<file path="config.mk">
export PLATFORM = sky130hd
export DESIGN_NAME = alu_op_sequencer
export DESIGN_NICKNAME = d
export VERILOG_FILES = /design/src/rtl/alu_op_sequencer_pkg.sv /design/src/rtl/alu_op_sequencer_cycle_counter.sv /design/src/rtl/alu_op_sequencer.sv
export SDC_FILE = /design/constraint.sdc
export NUM_CORES = 1
export LEC_CHECK = 0
export CAP_MARGIN = 20
export CELL_PAD_IN_SITES_DETAIL_PLACEMENT = 0
export CELL_PAD_IN_SITES_GLOBAL_PLACEMENT = 1
export CORE_MARGIN = 3
export CORE_UTILIZATION = 33
export CTS_CLUSTER_DIAMETER = 200
export CTS_CLUSTER_SIZE = 28
export DETAILED_ROUTE_END_ITERATION = 16
export MAX_ROUTING_LAYER = met4
export PLACE_DENSITY = 0.83
export SETUP_SLACK_MARGIN = 0.1
export SLEW_MARGIN = 20
export SYNTH_ARGS = -nofsm -noshare
export SYNTH_HDL_FRONTEND = slang
export SYNTH_HIERARCHICAL = 1
export SYNTH_SLANG_ARGS = --single-unit
</file>
<file path="constraint.sdc">
create_clock -name clk -period 2.4 [get_ports clk]
set_clock_uncertainty 0.05 [all_clocks]
set_input_delay 0.24 -clock clk [delete_from_list [all_inputs] [get_ports clk]]
set_output_delay 0.24 -clock clk [all_outputs]
set_load 0.1 [all_outputs]
</file>
<file path="src/rtl/alu_op_sequencer_pkg.sv">
// Shared definitions for the ALU operation sequencer: opcodes, FSM state
// encoding and the per-opcode datapath latency.
package alu_seq_pkg;

    localparam logic [3:0] OP_AND  = 4'd0;
    localparam logic [3:0] OP_OR   = 4'd1;
    localparam logic [3:0] OP_XOR  = 4'd2;
    localparam logic [3:0] OP_NAND = 4'd3;
    localparam logic [3:0] OP_NOR  = 4'd4;
    localparam logic [3:0] OP_ADD  = 4'd5;
    localparam logic [3:0] OP_SUB  = 4'd6;
    localparam logic [3:0] OP_INC  = 4'd7;
    localparam logic [3:0] OP_MUL  = 4'd8;
    localparam logic [3:0] OP_DIV  = 4'd9;
    localparam logic [3:0] OP_EQ   = 4'd10;
    localparam logic [3:0] OP_GE   = 4'd11;
    localparam logic [3:0] OP_LE   = 4'd12;
    localparam logic [3:0] OP_GT   = 4'd13;
    localparam logic [3:0] OP_LT   = 4'd14;
    localparam logic [3:0] OP_RSVD = 4'd15;

    // Code 2'b11 is unused and steers back to ST_IDLE.
    typedef enum logic [1:0] {
        ST_IDLE = 2'b00,
        ST_EXEC = 2'b01,
        ST_DONE = 2'b10
    } seq_state_t;

    // Number of EXEC cycles the datapath needs before its result is valid.
    function automatic logic [3:0] op_latency(input logic [3:0] op,
                                              input int mul_cycles,
                                              input int div_cycles);
        logic [3:0] n;
        n = 4'd1;
        if (op == OP_MUL) begin
            n = mul_cycles[3:0];
        end else if (op == OP_DIV) begin
            n = div_cycles[3:0];
        end
        return n;
    endfunction

endpackage

</file>
<file path="src/rtl/alu_op_sequencer_cycle_counter.sv">
// 4-bit loadable down-counter that times the EXEC phase. It holds at zero
// instead of wrapping, and zero flags the final EXEC cycle.
module alu_cycle_counter (
    input  logic       clk,
    input  logic       rst_n,
    input  logic       load,
    input  logic [3:0] load_val,
    output logic [3:0] cnt,
    output logic       zero
);

    // Load on accept, otherwise count down and stop at zero.
    always_ff @(posedge clk or negedge rst_n) begin
        if (!rst_n) begin
            cnt <= 4'd0;
        end else if (load) begin
            cnt <= load_val;
        end else if (cnt != 4'd0) begin
            cnt <= cnt - 4'd1;
        end
    end

    assign zero = (cnt == 4'd0);

endmodule

</file>
<file path="src/rtl/alu_op_sequencer.sv">
// Sequencer for the 8-bit ALU datapath and its 16:1 result mux.
// Handshakes: a transfer happens on a rising edge where valid & ready are both
// high; a requester holds valid (and its payload) until it sees ready, and the
// sequencer holds rsp_valid and its payload until rsp_ready.
// Optional macro ALU_DIV0_TRAP_EN: DIV by zero finishes in one EXEC cycle with
// rsp_result=16'hFFFF and rsp_err=1 instead of waiting for the datapath.
module alu_op_sequencer
    import alu_seq_pkg::*;
#(
    parameter int MUL_CYCLES = 4,
    parameter int DIV_CYCLES = 8
) (
    input  logic        clk,
    input  logic        rst_n,
    input  logic        req_valid,
    output logic        req_ready,
    input  logic [3:0]  req_op,
    input  logic [7:0]  req_a,
    input  logic [7:0]  req_b,
    output logic [3:0]  alu_op,
    output logic [7:0]  alu_a,
    output logic [7:0]  alu_b,
    input  logic [15:0] alu_result,
    output logic        rsp_valid,
    input  logic        rsp_ready,
    output logic [15:0] rsp_result,
    output logic        rsp_err,
    output logic        busy
);

    seq_state_t state;
    seq_state_t next_state;
    logic       accept;
    logic       cnt_load;
    logic       capture;
    logic [3:0] lat;
    logic [3:0] cnt;
    logic       cnt_zero;
    logic       is_rsvd;
    logic       is_trap;

    assign accept = req_valid & req_ready;

    // Latency of the incoming request, with the divide-by-zero shortcut when enabled.
    always_comb begin
        lat = op_latency(req_op, MUL_CYCLES, DIV_CYCLES);
`ifdef ALU_DIV0_TRAP_EN
        if (req_op == OP_DIV && req_b == 8'd0) begin
            lat = 4'd1;
        end
`endif
    end

    // Error classification uses the latched operands, which are stable through EXEC.
    always_comb begin
        is_rsvd = (alu_op == OP_RSVD);
`ifdef ALU_DIV0_TRAP_EN
        is_trap = (alu_op == OP_DIV) && (alu_b == 8'd0);
`else
        is_trap = 1'b0;
`endif
    end

    alu_cycle_counter u_counter (
        .clk      (clk),
        .rst_n    (rst_n),
        .load     (cnt_load),
        .load_val (lat - 4'd1),
        .cnt      (cnt),
        .zero     (cnt_zero)
    );

    // State register.
    always_ff @(posedge clk or negedge rst_n) begin
        if (!rst_n) begin
            state <= ST_IDLE;
        end else begin
            state <= next_state;
        end
    end

    // Next-state logic plus the counter-load and result-capture strobes.
    always_comb begin
        next_state = state;
        cnt_load   = 1'b0;
        capture    = 1'b0;
        case (state)
            ST_IDLE: begin
                if (accept) begin
                    next_state = ST_EXEC;
                    cnt_load   = 1'b1;
                end
            end
            ST_EXEC: begin
                if (cnt_zero) begin
                    next_state = ST_DONE;
                    capture    = 1'b1;
                end
            end
            ST_DONE: begin
                if (rsp_ready) begin
                    next_state = ST_IDLE;
                end
            end
            default: begin
                next_state = ST_IDLE;
            end
        endcase
    end

    // req_ready lags entry to IDLE by one edge and drops on the accept edge itself.
    always_ff @(posedge clk or negedge rst_n) begin
        if (!rst_n) begin
            req_ready <= 1'b0;
        end else begin
            req_ready <= (state == ST_IDLE) && !accept;
        end
    end

    // Operand/opcode latch to the datapath, held until the next accept.
    always_ff @(posedge clk or negedge rst_n) begin
        if (!rst_n) begin
            alu_op <= 4'd0;
            alu_a  <= 8'd0;
            alu_b  <= 8'd0;
        end else if (accept) begin
            alu_op <= req_op;
            alu_a  <= req_a;
            alu_b  <= req_b;
        end
    end

    // Response capture at the end of EXEC; held through DONE.
    always_ff @(posedge clk or negedge rst_n) begin
        if (!rst_n) begin
            rsp_result <= 16'h0000;
            rsp_err    <= 1'b0;
        end else if (capture) begin
            if (is_rsvd) begin
                rsp_result <= 16'h0000;
                rsp_err    <= 1'b1;
            end else if (is_trap) begin
                rsp_result <= 16'hFFFF;
                rsp_err    <= 1'b1;
            end else begin
                rsp_result <= alu_result;
                rsp_err    <= 1'b0;
            end
        end
    end

    assign rsp_valid = (state == ST_DONE);
    assign busy      = (state != ST_IDLE);

endmodule

</file>
Word-level counts from Yosys, hierarchy flattened

Cells that the tools add are included.

Flip-flop bits (word level): 44
Input port bits: 40
Output and inout port bits: 40
Logic and storage cells: 41

Add/sub/neg operators: 2
Equal/unequal tests: 8
Mux-type cells: 14
Bitwise logic cells: 1
Reductions and logical operators: 8

Operator list:

| kind                                                   | number |
|---|---|
| two-way mux 16 bit                                     | 1 |
| two-way mux 4 bit                                      | 4 |
| equality test 4 bit (second input constant)            | 3 |
| subtractor 4 x 1 -> 4 bit (second input constant)      | 2 |
| two-way mux 2 bit                                      | 3 |
| one-hot mux 2 bit (3 select lines)                     | 1 |
| two-way mux 1 bit                                      | 5 |
| zero test 4 bit                                        | 1 |
| inequality test 2 bit (second input constant)          | 2 |
| nonzero test 2 bit                                     | 2 |
| nonzero test 4 bit                                     | 1 |
| AND reduction 3 bit                                    | 1 |
| equality test 2 x 1 -> 1 bit (second input constant)   | 1 |
| equality test 2 bit (second input constant)            | 1 |
| zero test 2 bit                                        | 1 |
| inequality test 2 x 1 -> 1 bit (second input constant) | 1 |
| bitwise AND 1 bit                                      | 1 |
| logical AND 1 bit                                      | 1 |
| zero test 1 bit                                        | 1 |

Depth between registers and ports, before layout

Depth after elaboration: 5
Mapped depth: 8
Gate-level depth less buffers: 5

Cells and area by module

Netlist, hierarchy kept.

Modules (own cells, without submodules):

| module            | times used | cells each | area an instance (µm²) | sequential area each (µm²) |
|---|---|---|---|---|
| alu_op_sequencer  | 1          | 136        | 1774.2                 | 1001.0 |
| alu_cycle_counter | 1          | 22         | 234.0                  | 100.1 |

Worst setup path after synthesis

OpenSTA, ideal clock, no wires.

Path kind: register to register
From: register state[1]
To: register state[1]
Library setup time: 0.069 ns
Arrival time: 2.181 ns
Data required time: 2.281 ns
Setup slack: 0.099 ns
Stages on the path, launching flop included: 4
Buffers on the path: 1
Period minus slack after synthesis: 2.301 ns
Cells stage by stage: dfrtp_1 clkbuf_1 nor2b_1 a21o_1

Longest elaborated chain between the ends: 3
Elaborated cells between the ends (all ways): 8
Classes of those cells: eq/ne: 5; mux: 1; reduce/logical: 2

Ends and longest elaborated chain:

| item                                            | line                   | RTL |
|---|---|---|
| start, declared                                 | alu_op_sequencer.sv:31 | `seq_state_t state;` |
| start signal, assigned                          | alu_op_sequencer.sv:78 | `state <= next_state;` |
| equality test 2 bit (*)                         | --                     |  |
| named net rsp_valid                             | alu_op_sequencer.sv:24 | `output logic rsp_valid,` |
| inequality test 2 x 1 -> 1 bit (no source line) | --                     |  |
| AND reduction 3 bit (no source line)            | --                     |  |

The timed path passes the listed nets; every way through them passes the cells marked *.
A chain may end at the register's enable or synchronous reset.

Worst setup path in the final report

From: register state[0]
To: register u_counter.cnt[3]

Longest elaborated chain between the ends: 3
Elaborated cells between the ends (all ways): 4
Classes of those cells: mux: 2; reduce/logical: 2

Ends and longest elaborated chain:

| item                                                    | line                                 | RTL |
|---|---|---|
| zero test 2 bit (*)                                     | alu_op_sequencer.sv:87               | `case (state)` |
| two-way mux 1 bit (*)                                   | alu_op_sequencer.sv:87               |  |
| named net cnt_load                                      | alu_op_sequencer.sv:34               | `logic cnt_load;` |
| two-way mux 4 bit or nonzero test 2 bit (tied branches) | --                                   |  |
| end signal, assigned                                    | alu_op_sequencer_cycle_counter.sv:17 | `cnt <= load_val;` |
| end signal, assigned                                    | alu_op_sequencer_cycle_counter.sv:19 | `cnt <= cnt - 4'd1;` |
| end, declared                                           | alu_op_sequencer_cycle_counter.sv:8  | `output logic [3:0] cnt,` |

Marks and branches as above.

==> reports/qor.csv <==
metric;value;unit
Worst-path clk slew;80;ps
Max-slew headroom;59.90;%
CP Launch Type;flop;
count of cell types in the netlist;33;
Syn. warnings;6;
final worst-path cycle share;78.09;%
FP Rows;27;
syn nets;199;
vias in the first global route;1554;
CP arrival;1990;ps
fin util;50.14;%
post-synthesis async set-or-reset flop share;100.0;%
pre-CTS setup slack;536.1;ps
Die Wd;84.01;um
Residual DRC;0;
Top Ports;80;
H-tree Lvls;2;
antenna violations before repair;0;
HP Class;in2async;
worst-margin pin slew;601.4;ps
CTS root buffer;clkbuf_8;
post-layout net count;280;
Vias/cell;4.683;
Setup CP Type;reg2reg;
CP max FO;13;
Hold Fails Final Rpt;0;
CTS tree;done;
hold_buf cts;1;
Mapped Avg Cell Area;12.71;sq um
PortBufs;79;
post-synthesis sequential area ratio;54.83;%
R2R depth;4;
First DRT Iteration DRCs;44;
FF-to-FF Start;state[0];
Tot GR Track Use;12.77;%
Main synth FF type;dfrtp_1;
Max Buffers Root-to-Sink;2;
Starting Density;35.17;%
Slew Limit Fails;0;
Worst setup EP type;flop;
PostCTS Resize Cnt;0;
vias post-DR;1461;
Synth Cell Area;2008;sq um
top cells by area, synth;dfrtp_1, mux2_2, o32ai_2;
MaxCap Viol Count;0;
R2R Setup Slk;530;ps
largest net degree at the start of global routing;28;
layout cells sized above 1;37.08;%
DPL Wire Length;3228;um
Seq cells post-synth;44;
TNS Setup;0;ps
# diodes;0;
Pre-antenna DRT Iters;4;
Clock Latency Late Sink;290;ps
Core ar.;5709;sq um
Yosys top cell area share;54.83;%
total CTS buffers;5;
Routed WL;4356;um
RSZ-0062 raised after global routing;no;
post-CTS setup buffers;0;
fmax;533.6;MHz
die area;7058;sq um
cells after synthesis;158;
most common cell after layout, fill and taps aside;buf_4;
chip height;84.01;um
post-route ant nets;0;
FF-to-FF End;u_counter/cnt[3];
Setup crit end;u_counter/cnt[3];
Clock Sinks;44;
final setup margin;525.9;ps
wire length of the first global-routing pass;7231;um
minimum clock period;1874;ps
Post-synth EDFFs;0;
Layout area overhead;42.55;%
required time of the critical path;2520;ps
area leader, netlist;dfrtp_1;
WL/cell;13.96;um
final setup fails;0;
gpl congestion;0.6967;
crit path from;state[0];
Overflow after GRT;0;
status;finished clean;
most frequent cells in the layout;buf_4, dfrtp_1, clkdlybuf4s50_1;
-- final cells by class --
| cell class | count | area, sq um |
|---|---|---|
| Timing Repair Buffer | 86 | 740.7 |
| Clock buffer | 6 | 72.57 |
| Clock inverter | 2 | 35.03 |
| Sequential cell | 44 | 1101 |
| Fill cell | 548 | 2846 |
| Inverter | 19 | 71.32 |
| Multi-Input combinational cell | 83 | 752.0 |
| Tap cell | 72 | 90.09 |
-- registers in the layout (all words and copies together), names as in the netlist --
| name | count |
|---|---|
| rsp_result | 16 |
| state | 2 |
| alu_b | 8 |
| alu_a | 8 |
| u_counter/cnt | 4 |
| alu_op | 4 |
| req_ready | 1 |
| rsp_err | 1 |
-- per-layer routing --
layer | global-route usage [%] | up-vias | share of wire (%)
met4 | 1.754 | 0 | 0.30
met2 | 20.17 | 54 | 45
met5 | - | - | 0
met1 | 15.91 | 701 | 46
li1 | - | 704 | -
met3 | 5.133 | 2 | 8.6
-- worst max-delay path: stages, from the launching register on --
cell and delay, ps:
dfrtp_1 520, or2_2 360, nor2_1 390, nor3_1 100, a221o_1 330
-- per-stage QoR --
stage	area (sq um)	hold WS, ps	instances
after floorplan	2011	-105.6	158
after global placement	2745	236.2	303
after detailed placement	2745	237.9	303
after CTS	2863	459.1	312
after global routing	2863	483.5	312
final	2863	445.5	312
-- cell usage after synthesis, drive strengths merged, types with 2 or more instances --
cell type and instances:
dfrtp 44, mux2 22, inv 19, nand2 12
o32ai 9, buf 8, nand4b 7, o22ai 7
clkbuf 4, nor3b 3, a21oi 2, mux2i 2
nand2b 2, nor2b 2, nor3 2, o21ai 2
-- cells by family (layout without fill, tap and decap cells) --
kind of cell | Yosys count | count (layout) | share of synthesized area (%)
other cells | 1 | 1 | 0.1867
simple gates | 34 | 34 | 10.90
fa+ha+maj | 1 | 1 | 0.6230
compound gates | 22 | 22 | 11.65
mux | 24 | 24 | 13.52
flops | 44 | 44 | 54.83
buf+inv | 31 | 113 | 7.850
xor+xnor | 1 | 1 | 0.4362
-- worst min path at each step --
stage                     slack, ps             end  cells past startpoint      start
final                           450   rsp_result[5]                      2      rst_n
after global routing            480        alu_a[3]                      1   alu_a[3]
after CTS                       460       req_ready                      1  req_ready
after detailed placement        240   rsp_result[5]                      1      rst_n
after global placement          240  rsp_result[15]                      1      rst_n
after floorplan                -110        alu_a[0]                      0      rst_n
Power is left out: the tool's default activity adds up to more than one toggle a clock period on the data nets, which glitch-free logic cannot reach.
